==> src/rtl/rtc_ext_loader_pkg.sv <==
// Shared constants, field layout and FSM state type for the EXT_RTC loader.
// Frame byte order, error codes and bit positions of the published 65-bit word.
package rtc_pkg;

  localparam int unsigned FRAME_BYTES = 7;
  localparam int unsigned IDX_W       = 3;
  localparam int unsigned RTC_W       = 65;

  localparam logic [IDX_W-1:0] IDX_SEC  = 3'd0;
  localparam logic [IDX_W-1:0] IDX_MIN  = 3'd1;
  localparam logic [IDX_W-1:0] IDX_HOUR = 3'd2;
  localparam logic [IDX_W-1:0] IDX_DAY  = 3'd3;
  localparam logic [IDX_W-1:0] IDX_MON  = 3'd4;
  localparam logic [IDX_W-1:0] IDX_YEAR = 3'd5;
  localparam logic [IDX_W-1:0] IDX_WDAY = 3'd6;

  localparam logic [1:0] ERR_NONE    = 2'd0;
  localparam logic [1:0] ERR_RANGE   = 2'd1;
  localparam logic [1:0] ERR_TIMEOUT = 2'd2;
  localparam logic [1:0] ERR_SHORT   = 2'd3;

  localparam int unsigned SEC_LSB    = 0;
  localparam int unsigned MIN_LSB    = 8;
  localparam int unsigned HOUR_LSB   = 16;
  localparam int unsigned DAY_LSB    = 24;
  localparam int unsigned MON_LSB    = 32;
  localparam int unsigned YEAR_LSB   = 40;
  localparam int unsigned WDAY_LSB   = 48;
  localparam int unsigned WDAY_W     = 4;
  localparam int unsigned TOGGLE_BIT = 64;

  // Lower 64 bits of EXT_RTC, MSB first.
  typedef struct packed {
    logic [11:0]       rsvd;
    logic [WDAY_W-1:0] wday;
    logic [7:0]        year;
    logic [7:0]        month;
    logic [7:0]        day;
    logic [7:0]        hour;
    logic [7:0]        min;
    logic [7:0]        sec;
  } rtc_time_t;

  typedef enum logic [1:0] {
    ST_IDLE    = 2'd0,
    ST_COLLECT = 2'd1,
    ST_CHECK   = 2'd2
  } state_e;

  function automatic logic is_bcd(input logic [7:0] d);
    return (d[7:4] <= 4'd9) && (d[3:0] <= 4'd9);
  endfunction

endpackage

==> src/rtl/rtc_ext_loader_if.sv <==
// Host byte channel plus published EXT_RTC word and status pulses.
interface rtc_ext_loader_if;
  import rtc_pkg::*;

  logic             byte_valid;
  logic             frame_start;
  logic [7:0]       di_byte;
  logic [RTC_W-1:0] ext_rtc;
  logic             done;
  logic             err;
  logic [1:0]       err_code;

  modport master (
    output byte_valid, frame_start, di_byte,
    input  ext_rtc, done, err, err_code
  );

  modport slave (
    input  byte_valid, frame_start, di_byte,
    output ext_rtc, done, err, err_code
  );

endinterface

==> src/rtl/rtc_bcd_check.sv <==
// Per-byte range check of one BCD time field selected by its frame index.
module rtc_bcd_check
  import rtc_pkg::*;
(
  input  logic [IDX_W-1:0] idx,
  input  logic [7:0]       di,
  output logic             ok_c
);

  always_comb begin
    ok_c = 1'b0;
    case (idx)
      IDX_SEC, IDX_MIN: ok_c = is_bcd(di) && (di <= 8'h59);
      IDX_HOUR:         ok_c = is_bcd(di) && (di <= 8'h23);
      IDX_DAY:          ok_c = is_bcd(di) && (di >= 8'h01) && (di <= 8'h31);
      IDX_MON:          ok_c = is_bcd(di) && (di >= 8'h01) && (di <= 8'h12);
      IDX_YEAR:         ok_c = is_bcd(di);
      IDX_WDAY:         ok_c = (di[7:4] == 4'd0) && (di[3:0] <= 4'd6);
      default:          ok_c = 1'b0;
    endcase
  end

endmodule

==> src/rtl/rtc_ext_loader.sv <==
// Collects a 7-byte BCD time frame, range-checks it and publishes EXT_RTC,
// flipping bit 64 once per accepted frame so the S-RTC loads it exactly once.
module rtc_ext_loader
  import rtc_pkg::*;
#(
  parameter int unsigned TIMEOUT_CYCLES = 2147727,
  parameter logic [63:0] DEFAULT_RTC    = 64'h0006_0001_0100_0000
)(
  input  logic              CLK,
  input  logic              RST_N,
  rtc_ext_loader_if.slave   bus
);

  localparam int unsigned    CNT_W   = 32;
  localparam bit             TO_EN   = (TIMEOUT_CYCLES != 0);
  localparam logic [CNT_W-1:0] TO_LAST = TO_EN ? CNT_W'(TIMEOUT_CYCLES - 1) : '0;

  state_e             state, state_d;
  logic [IDX_W-1:0]   idx, idx_d;
  logic               bad, bad_d;
  logic [CNT_W-1:0]   cnt, cnt_d;
  logic [7:0]         shadow [FRAME_BYTES];
  logic               shadow_we;
  logic [IDX_W-1:0]   shadow_idx;

  logic [RTC_W-1:0]   ext_rtc_q, ext_rtc_d;
  logic               done_q, done_d;
  logic               err_q, err_d;
  logic [1:0]         code_q, code_d;

  logic               byte_in;
  logic               start_in;
  logic [IDX_W-1:0]   chk_idx;
  logic               byte_ok_c;
  rtc_time_t          pub_c;

  assign byte_in  = bus.byte_valid;
  assign start_in = bus.byte_valid & bus.frame_start;

  // A frame-start byte is always checked as seconds, even when it restarts a frame.
  assign chk_idx = ((state == ST_COLLECT) && !bus.frame_start) ? idx : IDX_SEC;

  rtc_bcd_check u_chk (
    .idx  (chk_idx),
    .di   (bus.di_byte),
    .ok_c (byte_ok_c)
  );

  // Weekday high nibble is zero whenever the frame passes the check.
  always_comb begin
    pub_c       = '0;
    pub_c.sec   = shadow[IDX_SEC];
    pub_c.min   = shadow[IDX_MIN];
    pub_c.hour  = shadow[IDX_HOUR];
    pub_c.day   = shadow[IDX_DAY];
    pub_c.month = shadow[IDX_MON];
    pub_c.year  = shadow[IDX_YEAR];
    pub_c.wday  = shadow[IDX_WDAY][WDAY_W-1:0];
    pub_c.rsvd  = {8'h00, shadow[IDX_WDAY][7:WDAY_W]};
  end

  // Next-state and datapath control.
  always_comb begin
    state_d    = state;
    idx_d      = idx;
    bad_d      = bad;
    cnt_d      = cnt;
    shadow_we  = 1'b0;
    shadow_idx = idx;
    ext_rtc_d  = ext_rtc_q;
    done_d     = 1'b0;
    err_d      = 1'b0;
    code_d     = code_q;

    case (state)
      ST_IDLE: begin
        if (start_in) begin
          shadow_we  = 1'b1;
          shadow_idx = IDX_SEC;
          idx_d      = IDX_MIN;
          bad_d      = ~byte_ok_c;
          cnt_d      = '0;
          state_d    = ST_COLLECT;
        end
      end

      ST_COLLECT: begin
        if (start_in) begin
          err_d      = 1'b1;
          code_d     = ERR_SHORT;
          shadow_we  = 1'b1;
          shadow_idx = IDX_SEC;
          idx_d      = IDX_MIN;
          bad_d      = ~byte_ok_c;
          cnt_d      = '0;
        end else if (byte_in) begin
          // An arriving byte beats a simultaneous timeout expiry.
          shadow_we  = 1'b1;
          shadow_idx = idx;
          bad_d      = bad | ~byte_ok_c;
          cnt_d      = '0;
          if (idx == IDX_WDAY) begin
            idx_d   = '0;
            state_d = ST_CHECK;
          end else begin
            idx_d = idx + IDX_W'(1);
          end
        end else if (TO_EN && (cnt == TO_LAST)) begin
          err_d   = 1'b1;
          code_d  = ERR_TIMEOUT;
          idx_d   = '0;
          bad_d   = 1'b0;
          cnt_d   = '0;
          state_d = ST_IDLE;
        end else if (TO_EN) begin
          cnt_d = cnt + CNT_W'(1);
        end
      end

      ST_CHECK: begin
        if (!bad) begin
          ext_rtc_d = {~ext_rtc_q[TOGGLE_BIT], 64'(pub_c)};
          done_d    = 1'b1;
        end else begin
          err_d  = 1'b1;
          code_d = ERR_RANGE;
        end
        bad_d   = 1'b0;
        state_d = ST_IDLE;
      end

      default: state_d = ST_IDLE;
    endcase
  end

  always_ff @(posedge CLK or negedge RST_N) begin
    if (!RST_N) state <= ST_IDLE;
    else        state <= state_d;
  end

  always_ff @(posedge CLK or negedge RST_N) begin
    if (!RST_N) begin
      idx       <= '0;
      bad       <= 1'b0;
      cnt       <= '0;
      shadow    <= '{default: '0};
      ext_rtc_q <= {1'b0, DEFAULT_RTC};
      done_q    <= 1'b0;
      err_q     <= 1'b0;
      code_q    <= ERR_NONE;
    end else begin
      idx       <= idx_d;
      bad       <= bad_d;
      cnt       <= cnt_d;
      if (shadow_we) shadow[shadow_idx] <= bus.di_byte;
      ext_rtc_q <= ext_rtc_d;
      done_q    <= done_d;
      err_q     <= err_d;
      code_q    <= code_d;
    end
  end

  assign bus.ext_rtc  = ext_rtc_q;
  assign bus.done     = done_q;
  assign bus.err      = err_q;
  assign bus.err_code = code_q;

endmodule

==> src/flat_wrapper.sv <==
// flat-port wrapper written by rule: the top's interface ports become plain ports
module rtc_ext_loader_flat import rtc_pkg::*;
#(
  parameter int unsigned TIMEOUT_CYCLES = 2147727,
  parameter logic [63:0] DEFAULT_RTC    = 64'h0006_0001_0100_0000
)
  (CLK, RST_N, bus_byte_valid, bus_frame_start, bus_di_byte, bus_ext_rtc, bus_done, bus_err, bus_err_code);
  rtc_ext_loader_if bus_i ();
  input  logic CLK;
  input  logic RST_N;
  input wire logic [$bits(bus_i.byte_valid)-1:0] bus_byte_valid;
  input wire logic [$bits(bus_i.frame_start)-1:0] bus_frame_start;
  input wire logic [$bits(bus_i.di_byte)-1:0] bus_di_byte;
  output wire logic [$bits(bus_i.ext_rtc)-1:0] bus_ext_rtc;
  output wire logic [$bits(bus_i.done)-1:0] bus_done;
  output wire logic [$bits(bus_i.err)-1:0] bus_err;
  output wire logic [$bits(bus_i.err_code)-1:0] bus_err_code;
  assign bus_i.byte_valid = bus_byte_valid;
  assign bus_i.frame_start = bus_frame_start;
  assign bus_i.di_byte = bus_di_byte;
  assign bus_ext_rtc = bus_i.ext_rtc;
  assign bus_done = bus_i.done;
  assign bus_err = bus_i.err;
  assign bus_err_code = bus_i.err_code;
  rtc_ext_loader #(.TIMEOUT_CYCLES(TIMEOUT_CYCLES), .DEFAULT_RTC(DEFAULT_RTC)) u_core (.CLK(CLK), .RST_N(RST_N), .bus(bus_i));
endmodule
==> config.mk <==
export PLATFORM = sky130hd
export DESIGN_NAME = rtc_ext_loader_flat
export DESIGN_NICKNAME = d
export VERILOG_FILES = /design/src/rtl/rtc_ext_loader_pkg.sv /design/src/rtl/rtc_ext_loader_if.sv /design/src/rtl/rtc_bcd_check.sv /design/src/rtl/rtc_ext_loader.sv /design/src/flat_wrapper.sv
export SDC_FILE = /design/constraint.sdc
export NUM_CORES = 1
export LEC_CHECK = 0
export CORE_ASPECT_RATIO = 0.5
export CORE_MARGIN = 4
export CORE_UTILIZATION = 55
export CTS_BUF_LIST = sky130_fd_sc_hd__clkbuf_4
export DETAILED_ROUTE_END_ITERATION = 10
export PLACE_DENSITY = 0.79
export SLEW_MARGIN = 10
export SYNTH_ARGS = -nofsm -noshare
export SYNTH_HDL_FRONTEND = slang
export SYNTH_SLANG_ARGS = --single-unit
==> constraint.sdc <==
create_clock -name CLK -period 5.5 [get_ports CLK]
set_clock_uncertainty 0.2 [all_clocks]
set_input_delay 1.1 -clock CLK [delete_from_list [all_inputs] [get_ports CLK]]
set_output_delay 1.1 -clock CLK [all_outputs]
set_load 0.05 [all_outputs]
# After elaboration in Yosys (flattened, before gate mapping)
# Cells that the tools add are included.
[classes]
bitwise_logic = 6
n_shift = 0
order_cmp = 10
addsub = 2
eq_ne = 18
n_div = 0
n_reduce_logical = 24
n_mul = 0
n_mux = 45
[op_table]
columns = ["cell", "count"]
rows = [
  ["32-bit two-way mux", 4],
  ["32-bit one-hot mux with 2 select lines", 1],
  ["56-bit bitwise mux", 1],
  ["32-bit by 1-bit adder with 32-bit output (second input constant)", 1],
  ["32-bit by 22-bit == test with 1-bit output (second input constant)", 1],
  ["8-bit demux with 3-bit select", 1],
  ["3-bit two-way mux", 8],
  ["2-bit two-way mux", 9],
  ["8-bit by 6-bit <= comparator with 1-bit output (second input constant)", 2],
  ["1-bit two-way mux", 13],
  ["3-bit == test (second input constant)", 4],
  ["1-bit logical AND", 9],
  ["8-bit by 1-bit greater-or-equal comparator with 1-bit output (second input constant)", 1],
  ["4-bit <= comparator (second input constant)", 2],
  ["8-bit by 5-bit <= comparator with 1-bit output (second input constant)", 1],
  ["8-bit by 7-bit <= comparator with 1-bit output (second input constant)", 1],
  ["8-bit two-way mux", 1],
  ["2-bit one-hot mux with 2 select lines", 2],
  ["4-bit AND reduction", 2],
  ["3-bit by 2-bit == test with 1-bit output (second input constant)", 2],
  ["3-bit by 2-bit != test with 1-bit output (second input constant)", 2],
  ["3-bit != test (second input constant)", 2],
  ["1-bit one-hot mux with 6 select lines", 1],
  ["3-bit one-hot mux with 2 select lines", 1],
  ["25 further kinds", 33],
]
[totals]
wordCells = 120
ff_bits = 155
mem_count = 0
rom_bits = 0
mem_bits_rw = 0
output_inout_bits = 69
latchBits = 0

# Logic depth before layout (Yosys ltp)
# Gate-level depths: netlist (run 1).
[depth]
depth_word = 11
ltp_mapped = 9
depth_no_buf = 7

# Cells and area by module
# A second synthesis (run 1) with hierarchy kept.
[hier_totals]
hier_cells = 532
area_unflattened_um2 = 6787.8
[by_module_without_submodules]
columns = ["module", "cells_per_inst", "area_per_inst_um2", "instances", "seq_area_each_um2"]
rows = [
  ["rtc_ext_loader", 504, 6606.3, 1, 3883.7],
  ["rtc_bcd_check", 28, 181.4, 1, 0.0],
]

# Least setup slack after synthesis (run 1)
# Ideal clock, no wire load.
[synth_timing]
path_type = "input port to flip-flop"
startpoint = "input bus_byte_valid"
endpoint = "register u_core.shadow (netlist bit u_core.pub_c[26])"
setup_slack_ns = 2.809
setup_ns = 0.125
required_time_ns = 5.175
arrival_ns = 2.366
stages = 6
path_cell_list = "buf_4 nand2_2 or2_1 clkbuf_1 nor3_4 mux2_2"
[synth_between]
elab_chain_cells = 9
[synth_lines]
columns = ["item", "line", "rtl"]
rows = [
  ["start, declared", "flat_wrapper.sv:11", "input wire logic [$bits(bus_i.byte_valid)-1:0] bus_byte_valid;"],
  ["1-bit AND", "rtc_ext_loader.sv:38", "assign start_in = bus.byte_valid & bus.frame_start;"],
  ["3-bit two-way mux", "rtc_ext_loader.sv:88", "if (start_in) begin"],
  ["3-bit two-way mux", "--", ""],
  ["3-bit inverter with 4-bit output (implied by the code)", "rtc_ext_loader.sv:155", "if (shadow_we) shadow[shadow_idx] <= bus.di_byte;"],
  ["4-bit greater-or-equal comparator (implied by the code) / 4-bit by 1-bit < comparator with 1-bit output (equally long branches)", "rtc_ext_loader.sv:155", ""],
  ["1-bit logical AND (implied by the code)", "rtc_ext_loader.sv:155", ""],
  ["8-bit two-way mux (implied by the code)", "rtc_ext_loader.sv:155", ""],
  ["8-bit demux with 3-bit select", "rtc_ext_loader.sv:155", ""],
  ["56-bit bitwise mux", "rtc_ext_loader.sv:155", ""],
  ["end signal, assigned by index", "rtc_ext_loader.sv:155", ""],
  ["end, declared", "rtc_ext_loader.sv:22", "logic [7:0] shadow [FRAME_BYTES];"],
]
# Several ways; a longest one is shown, not always the timed one.
# A chain may end at the register's enable or synchronous reset.

# Worst setup path in the final report (run 1)
[layout_timing]
startpoint = "register u_core.ext_rtc_q[32], in the netlist u_core.bus.ext_rtc[32]"
endpoint = "output bus_ext_rtc[32]"
[layout_rtl]
columns = ["item", "line", "rtl"]
rows = [
  ["start, declared", "rtc_ext_loader.sv:26", "logic [RTC_W-1:0] ext_rtc_q, ext_rtc_d;"],
  ["start signal, assigned", "rtc_ext_loader.sv:147", "ext_rtc_q <= {1'b0, DEFAULT_RTC};"],
  ["start signal, assigned", "rtc_ext_loader.sv:156", "ext_rtc_q <= ext_rtc_d;"],
  ["end, declared", "flat_wrapper.sv:14", "output wire logic [$bits(bus_i.ext_rtc)-1:0] bus_ext_rtc;"],
]
# No word-level cell between the ends.

==> flow_summary.json, run 1 <==
{
  "status": "finished, final reports clean",
  "grtUsageTotal": 0.197,
  "final_util": 0.663,
  "max_stage_delay_ns": 0.80,
  "grt_pass1_wl_mm": 22.9,
  "worstSetupEndpointType": "output port",
  "cp_top_family": "buffers and inverters",
  "hp-start": "u_core.bus.ext_rtc[64]$_DFFE_PN0P_",
  "syn_area_per_cell_um2": 12.6,
  "synthAdderAreaFrac": 0.0109,
  "tightest_slew_ns": 0.979,
  "clk_latency_ns": 0.53,
  "synth.distinct_cells": 63,
  "period_minus_slack_ns": 3.22,
  "cp_cell_sequence": "clkdlybuf4s50_1",
  "cts_made_buffers": 17,
  "routed_wl_mm": 13.7,
  "yosysWarnings": 0,
  "fmax_mhz": 311,
  "synth_compound_area_frac": 0.0534,
  "yosys.area_share.xor_xnor": 0.0370,
  "ant_nets": 0,
  "yosysSeqAreaShare": 0.565,
  "post-synth-top-area-cell": "dfrtp_1",
  "timing.rr.start": "u_core.state[0]$_DFFE_PN0P_",
  "antenna_cells": 0,
  "hold_viol_final": 0,
  "drtIter0Drc": 245,
  "root_buffer": "clkbuf_4",
  "antenna_found_initial": 0,
  "whs_ns": 0.275,
  "first_global_vias": 4410,
  "cts_setup_buffers": 0,
  "cp.arrival_ns": 1.92,
  "regArea_um2": 3880,
  "slew_viol_final": 0,
  "whs_endpoint": "u_core.bus.ext_rtc[64]$_DFFE_PN0P_",
  "pin_count": 81,
  "peakVddDrop_mv": 0.175,
  "drive_gt1_frac": 0.256,
  "htreeDepth": 4,
  "cts.sinks": 155,
  "hold_path_depth": 1,
  "cts_resized": 0,
  "regToRegEndpoint": "u_core.bus.ext_rtc[55]$_DFFE_PN0P_",
  "yosys.area_share.simple": 0.123,
  "dieWidth_um": 166,
  "multi_input_area_um2": 2800,
  "critical_path_required_ns": 4.20,
  "grt_overflow_total": 0,
  "grt_util_met1": 0.266,
  "final_cell_mix": "dfrtp_1 (151), mux2_2 (104), clkdlybuf4s50_1 (71), nor2_1 (36), nand2_1 (23)",
  "maxCapViolCount": 0,
  "r2r_cells": 5,
  "path_max_fanout": 2,
  "p_total_uw": 2530,
  "first_pass_iters": 5,
  "place_hpwl_mm": 8.99,
  "cts.path.max_buffers": 2,
  "vias_per_cell": 5.61,
  "r2r_slack_ns": 2.87,
  "synth_top_area_frac": 0.550,
  "hp-class": "reg -> reg",
  "dieArea_um2": 14500,
  "max_slew_margin": 0.347,
  "met3_usage": 0.0476,
  "synthTopCellsByArea": "dfrtp_1 (55%), mux2_2 (17%), xnor2_1 (2.0%)",
  "rsz0062_at_grt": "false",
  "synth.ff_latch_count": 155,
  "crit_slowest_cell": "clkdlybuf4s50_1",
  "leakagePower_uw": 0.00362,
  "nFillCells": 905,
  "synth_top_family_by_area": "multiplexers",
  "grt_max_degree": 111,
  "cts_hold_buf": 0,
  "muxShareOfSynthArea": 0.177,
  "use_met2": 0.323,
  "async_flop_share": 1.00,
  "p_per_area_nw_per_um2": 318,
  "fin_crit_sh": 0.585,
  "postSynthCellCount": 547,
  "layout_commonest_cell": "dfrtp_1",
  "cts_tree": "built",
  "syn_to_final_growth_pct": 15.9,
  "start_util": 0.572,
  "fin_nets": 627,
  "fin_setup_tns_ns": 0,
  "vias": 4418,
  "die_h_um": 87.0,
  "core-area_um2": 12000,
  "synth_edf_count": 0,
  "syn_area_um2": 6870,
  "portBuffers": 72,
  "rows": 28,
  "busiest_layer": "met2",
  "critical_path_buf_inv_count": 1,
  "start_kind": "flip-flop",
  "wl_per_cell_um": 17.3,
  "setup_violations": 0,
  "ys.flop_type": "dfrtp_1",
  "critPathKind": "reg -> out",
  "drc": 0,
  "path_clk_slew_ns": 0.16,
  "routabilityCongestion": 0.860
}
==> layout make-up <==
class,instances,area share
multi-input combinational,353,0.351
sequential,155,0.488
tap,165,0.0259
inverter,7,0.00330
clock inverter,15,0.0226
clock buffer,17,0.0160
timing repair buffer,75,0.0935
==> metal layers <==
metal	share of wire	vias up
met1	0.47	2270
met3	0.045	6
met5	0	-
met2	0.48	91
li1	-	2051
met4	0.0056	0
==> synthesized netlist by cell type (3+ instances only) <==
library cell  count
a21o_1            3
a21oi_1          10
a31oi_1           3
and3_1            7
and4_1            5
buf_1             6
buf_2            11
buf_4            10
clkbuf_1         11
dfrtp_1         151
dfstp_2           4
ha_1              6
inv_1             7
mux2_1            4
mux2_2          104
nand2_1          23
nand3_1          13
nand4_1          13
nor2_1           36
nor2b_1           7
nor3_1            9
nor4_1           10
o21ai_0          14
o21ai_1           3
o31ai_1           3
xnor2_1          16
xor2_1           13
==> state kept, by name, summed over array words and instances, names as in the netlist <==
name	flops
u_core.bus.err	1
u_core.bad	1
u_core.pub_c	56
u_core.cnt	32
u_core.bus.done	1
u_core.idx	3
u_core.state	2
u_core.bus.ext_rtc	57
u_core.bus.err_code	2
==> worst register-to-register path, stage by stage, from the launching register on <==
cell and delay, ns:
dfrtp_1 0.44, inv_1 0.09, ha_1 0.20, nor2b_4 0.64
buf_4 0.54, mux2_2 0.41
==> cell families after synthesis <==
family | after synthesis
AOI/OAI and AO/OA | 52
xor gates and xnor gates | 29
adders and majority gates | 6
buffers and inverters | 46
DFF | 155
muxes | 108
other | 1
and+or+nand+nor | 150
==> worst max path at each step <==
| stage | slack, ns | depth (start not counted) | end | startpoint |
|---|---|---|---|---|
| after CTS | 2.23 | 1 | bus_ext_rtc[32] | u_core.bus.ext_rtc[32]$_DFFE_PN1P_ |
| after detailed placement | 1.90 | 4 | u_core.pub_c[48]$_DFFE_PN0P_ | bus_frame_start |
| after floorplan | 2.81 | 6 | u_core.pub_c[26]$_DFFE_PN0P_ | bus_byte_valid |
| after global placement | 2.06 | 4 | u_core.pub_c[48]$_DFFE_PN0P_ | bus_frame_start |
| after global routing | 2.20 | 1 | bus_ext_rtc[32] | u_core.bus.ext_rtc[32]$_DFFE_PN1P_ |
| final | 2.28 | 1 | bus_ext_rtc[32] | u_core.bus.ext_rtc[32]$_DFFE_PN1P_ |
==> stage by stage <==
stage,cell area [µm²],std cells,worst slack (ns)
2_1_floorplan,6900,554,2.81
3_3_place_gp,7660,755,2.06
3_5_place_dp,7660,755,1.90
4_1_cts,7970,787,2.23
5_1_grt,7970,787,2.20
6_report,7970,787,2.28
==> power breakdown <==
group,switching (µW),internal (µW),total [µW]
registers,95.2,1270,1370
logic,255,181,436
clock network,445,287,732
total,795,1740,2530
No activity file was read; power rests on OpenSTA's default activity.
==> run 2: changes to the inputs <==
==> constraint.sdc (replaced) <==
create_clock -name CLK -period 3.1 [get_ports CLK]
set_clock_uncertainty 0.2 [all_clocks]
set_input_delay 0.62 -clock CLK [delete_from_list [all_inputs] [get_ports CLK]]
set_output_delay 0.62 -clock CLK [all_outputs]
set_load 0.05 [all_outputs]
==> flow_summary.json, run 2 (synthesized netlist as in run 1, its figures left out) <==
{
  "cts_tree": "built",
  "leakagePower_uw": 0.00369,
  "antenna_found_initial": 0,
  "grt_util_met1": 0.271,
  "grt_overflow_total": 0,
  "combPwrFrac": 0.179,
  "hold_viol_final": 0,
  "met3_usage": 0.0440,
  "p_per_area_nw_per_um2": 552,
  "clk_latency_ns": 0.56,
  "routabilityCongestion": 0.882,
  "p_sw_uw": 1440,
  "p_int_uw": 3020,
  "layout_commonest_cell": "dfrtp_1",
  "rsz0062_at_grt": "false",
  "pin_count": 81,
  "busiest_layer": "met2",
  "grt_pass1_wl_mm": 23.6,
  "antenna_cells": 0,
  "start_kind": "flip-flop",
  "first_pass_iters": 4,
  "grtUsageTotal": 0.204,
  "cp.arrival_ns": 1.92,
  "cts.path.max_buffers": 2,
  "root_buffer": "clkbuf_4",
  "critPathCapture": "bus_ext_rtc[32]",
  "wl_per_cell_um": 17.3,
  "critical_path_required_ns": 2.28,
  "cts.sinks": 155,
  "path_max_fanout": 2,
  "worstSetupEndpointType": "output port",
  "r2r_cells": 6,
  "maxCapViolCount": 0,
  "htreeDepth": 4,
  "drive_gt1_frac": 0.269,
  "status": "finished, final reports clean",
  "timing.rr.start": "u_core.state[1]$_DFFE_PN0P_",
  "dieArea_um2": 14500,
  "syn_to_final_growth_pct": 17.6,
  "drtIter0Drc": 302,
  "cts_made_buffers": 17,
  "critPathKind": "reg -> out",
  "path_clk_slew_ns": 0.15,
  "peakVddDrop_mv": 0.290,
  "cp_top_family": "buffers and inverters",
  "ant_nets": 0,
  "fin_nets": 641,
  "core-area_um2": 12000,
  "routed_wl_mm": 13.9,
  "max_stage_delay_ns": 0.79,
  "tightest_slew_ns": 0.700,
  "setup_violations": 0,
  "portBuffers": 72,
  "max_slew_margin": 0.533,
  "final_cell_mix": "dfrtp_1 (151), mux2_2 (104), clkdlybuf4s50_1 (71), nor2_1 (36), nand2_1 (23)",
  "start_util": 0.572,
  "seq_power_share": 0.544,
  "rows": 28,
  "crit_cells": 1,
  "die_h_um": 87.0,
  "fin_setup_tns_ns": 0,
  "r2r_slack_ns": 0.56,
  "use_met2": 0.334,
  "hp-class": "reg -> reg",
  "vias": 4526,
  "fin_crit_sh": 0.883,
  "grt_max_degree": 75,
  "largest_reg_flops": 57,
  "crit_slowest_cell": "clkdlybuf4s50_1",
  "cp_cell_sequence": "clkdlybuf4s50_1",
  "power_switching_share": 0.323,
  "whs_ns": 0.272,
  "vias_per_cell": 5.65,
  "startpoint": "u_core.bus.ext_rtc[32]$_DFFE_PN1P_",
  "first_global_vias": 4628,
  "clockPowerShare": 0.277,
  "place_hpwl_mm": 9.48,
  "period_minus_slack_ns": 2.74,
  "drc": 0,
  "cts_setup_buffers": 0,
  "slew_viol_final": 0,
  "fmax_mhz": 365,
  "dieWidth_um": 166,
  "regToRegEndpoint": "u_core.pub_c[26]$_DFFE_PN0P_",
  "critical_path_buf_inv_count": 1
}
-- run 2: cell count changes in the layout (fill, tap and decap cells not counted), sizes merged --
cell         before  now
buf               4   17
inv              14   16
dlygate4sd3       0    1
clkinvlp          2    1
bufinv            2    1
-- run 2: cell type report --
type                    instances  area [µm²]
fillers                       901        3930
inverters                       7        26.3
clock inverters                15         153
multi-input cells             353        2800
repair buffers                 89         890
clock buffers                  17         128
flip-flops and latches        155        3880
well taps                     165         206
-- run 2: how the worst min path moves through the flow --
stage | startpoint | end | slack (ns) | cells after the start
2_1_floorplan | RST_N | u_core.bad$_DFFE_PN0P_ | 0.12 | 0
3_3_place_gp | u_core.bus.ext_rtc[64]$_DFFE_PN0P_ | u_core.bus.ext_rtc[64]$_DFFE_PN0P_ | 0.25 | 1
3_5_place_dp | u_core.bus.ext_rtc[64]$_DFFE_PN0P_ | u_core.bus.ext_rtc[64]$_DFFE_PN0P_ | 0.26 | 1
4_1_cts | u_core.bus.ext_rtc[64]$_DFFE_PN0P_ | u_core.bus.ext_rtc[64]$_DFFE_PN0P_ | 0.28 | 1
5_1_grt | u_core.bus.ext_rtc[64]$_DFFE_PN0P_ | u_core.bus.ext_rtc[64]$_DFFE_PN0P_ | 0.31 | 1
6_report | u_core.bus.ext_rtc[64]$_DFFE_PN0P_ | u_core.bus.ext_rtc[64]$_DFFE_PN0P_ | 0.27 | 1
-- run 2: power by group through the flow --
stage / clock network, µW / registers [µW] / logic, µW
after floorplan: 0 / 2430 / 574
after global placement: 0 / 2460 / 770
after detailed placement: 0 / 2460 / 797
after CTS: 1270 / 2420 / 802
after global routing: 1350 / 2450 / 885
final: 1240 / 2430 / 796
-- run 2: per-layer routing --
layer,vias to the layer above,share of wire
met2,111,0.48
met3,27,0.049
met5,-,0
met4,0,0.018
met1,2289,0.46
li1,2099,-
-- run 2: through the flow --
step	utilization	power, µW	worst slack (ns)	area, µm²	std cells
2_1_floorplan	-	3010	0.889	6900	554
3_3_place_gp	0.648	3230	0.378	7790	768
3_5_place_dp	0.648	3260	0.309	7790	768
4_1_cts	0.673	4490	0.323	8080	801
5_1_grt	0.673	4690	0.288	8080	801
6_report	0.673	4460	0.362	8080	801
-- run 2: what timing repair did --
action | CTS | global route
endpoints found under the hold margin | 69 | 0
gates resized for setup | 0 | 0
hold buffers | 1 | 0
==> run 3: changes to the inputs <==
--- a/config.mk
+++ b/config.mk
@@ -10,7 +10,7 @@
 export CORE_UTILIZATION = 55
 export CTS_BUF_LIST = sky130_fd_sc_hd__clkbuf_4
 export DETAILED_ROUTE_END_ITERATION = 10
-export PLACE_DENSITY = 0.79
+export PLACE_DENSITY_LB_ADDON = 0.12
 export SLEW_MARGIN = 10
 export SYNTH_ARGS = -nofsm -noshare
 export SYNTH_HDL_FRONTEND = slang
==> flow_summary.json, run 3 (synthesized netlist as in run 1, its figures left out) <==
{
  "status": "finished, final reports clean",
  "max_stage_delay_ns": 0.80,
  "antenna_found_initial": 0,
  "dieArea_um2": 14500,
  "die_h_um": 87.0,
  "worstSetupEndpointType": "output port",
  "syn_to_final_growth_pct": 17.7,
  "fin_setup_tns_ns": 0,
  "grt_overflow_total": 0,
  "place_hpwl_mm": 9.69,
  "routed_wl_mm": 14.1,
  "hp-class": "reg -> reg",
  "vias": 4476,
  "ant_nets": 0,
  "grtUsageTotal": 0.205,
  "wl_per_cell_um": 17.7,
  "pin_count": 81,
  "critical_path_required_ns": 2.28,
  "layout_commonest_cell": "dfrtp_1",
  "portBuffers": 72,
  "cp_top_family": "buffers and inverters",
  "largest_reg_flops": 57,
  "rows": 28,
  "fin_nets": 642,
  "start_kind": "flip-flop",
  "cts_tree": "built",
  "grt_max_degree": 67,
  "cts_resized": 0,
  "preCtsSetupSlack_ns": 0.299,
  "leakagePower_uw": 0.00369,
  "antenna_cells": 0,
  "period_minus_slack_ns": 2.73,
  "dieWidth_um": 166,
  "clk_latency_ns": 0.56,
  "core-area_um2": 12000,
  "p_per_area_nw_per_um2": 562,
  "drive_gt1_frac": 0.270,
  "root_buffer": "clkbuf_4",
  "peakVddDrop_mv": 0.228,
  "cts.path.max_buffers": 2,
  "max_slew_margin": 0.592,
  "setup_violations": 0,
  "drtIter0Drc": 308,
  "fin_crit_sh": 0.880,
  "maxCapViolCount": 0,
  "cts_made_buffers": 17,
  "hold_viol_final": 0,
  "routabilityCongestion": 0.861,
  "vias_per_cell": 5.59,
  "nFillCells": 932,
  "crit_slowest_cell": "clkdlybuf4s50_1",
  "grt_pass1_wl_mm": 23.4,
  "htreeDepth": 4,
  "rsz0062_at_grt": "false",
  "cp.arrival_ns": 1.91,
  "first_global_vias": 4403,
  "path_clk_slew_ns": 0.14,
  "first_pass_iters": 5,
  "fmax_mhz": 366,
  "start_util": 0.572,
  "cts.sinks": 155,
  "final_cell_mix": "dfrtp_1 (151), mux2_2 (104), clkdlybuf4s50_1 (71), nor2_1 (36), nand2_1 (23)",
  "critPathKind": "reg -> out",
  "path_max_fanout": 2,
  "drc": 0,
  "tightest_slew_ns": 0.613,
  "critical_path_buf_inv_count": 1,
  "slew_viol_final": 0,
  "fin_ws_ns": 0.371,
  "cp_cell_sequence": "clkdlybuf4s50_1"
}
## run 3: final timing paths
kind	from	end	slack, ns	cells past startpoint
setup / recovery	u_core.bus.ext_rtc[32]$_DFFE_PN1P_	bus_ext_rtc[32]	0.37	1
hold / removal	u_core.bus.ext_rtc[64]$_DFFE_PN0P_	u_core.bus.ext_rtc[64]$_DFFE_PN0P_	0.28	1
setup reg to reg	u_core.state[1]$_DFFE_PN0P_	u_core.pub_c[20]$_DFFE_PN0P_	0.56	6
hold reg to reg	u_core.bus.ext_rtc[64]$_DFFE_PN0P_	u_core.bus.ext_rtc[64]$_DFFE_PN0P_	0.28	1
max in group asynchronous	RST_N	u_core.bus.ext_rtc[50]$_DFFE_PN1P_	1.48	3
min in group asynchronous	RST_N	u_core.cnt[22]$_DFFE_PN0P_	0.40	2
## run 3: worst register-to-register path, delay by kind of cell (launching register included)
family	cells	cell delay, ns
flops	1	0.45
buf+inv	1	0.10
mux	1	0.42
fa+ha+maj	1	0.35
simple gates	3	0.93
## run 3: area by class of cell
| class | instances | area (µm²) | share of cell area |
|---|---|---|---|
| well taps | 165 | 206 | 0.0255 |
| flip-flops and latches | 155 | 3880 | 0.480 |
| repair buffers | 90 | 872 | 0.108 |
| clock buffers | 17 | 128 | 0.0158 |
| clock inverters | 14 | 175 | 0.0217 |
| inverters | 7 | 26.3 | 0.00325 |
| multi-input cells | 353 | 2800 | 0.346 |
## run 3: report_power, final
part / switching [µW] / internal, µW
logic: 457 / 332
clock network: 809 / 513
registers: 183 / 2250
## run 3: through the flow
| step | util | instances | total power [µW] | hold slack [ns] | instance area [µm²] |
|---|---|---|---|---|---|
| 3_3_place_gp | 0.647 | 769 | 3240 | 0.256 | 7770 |
| 5_1_grt | 0.673 | 801 | 4790 | 0.307 | 8090 |
| 3_5_place_dp | 0.647 | 769 | 3270 | 0.260 | 7770 |
| 2_1_floorplan | - | 554 | 3010 | 0.124 | 6900 |
| 6_report | 0.673 | 801 | 4550 | 0.282 | 8090 |
| 4_1_cts | 0.673 | 801 | 4580 | 0.282 | 8090 |
## run 3: layer usage
layer	wire, µm	global-route usage	part of all wire	up-vias
met3	800	0.0467	0.057	9
met5	0	0	0	-
met1	6620	0.286	0.47	2264
met2	6620	0.329	0.47	109
li1	-	-	-	2094
met4	93	0.0569	0.0066	0
## run 3: timing repair
item,CTS,global route
hold buffers,1,0
endpoints found under the setup margin,0,0
buffers inserted,0,0
endpoints found under the hold margin,63,0
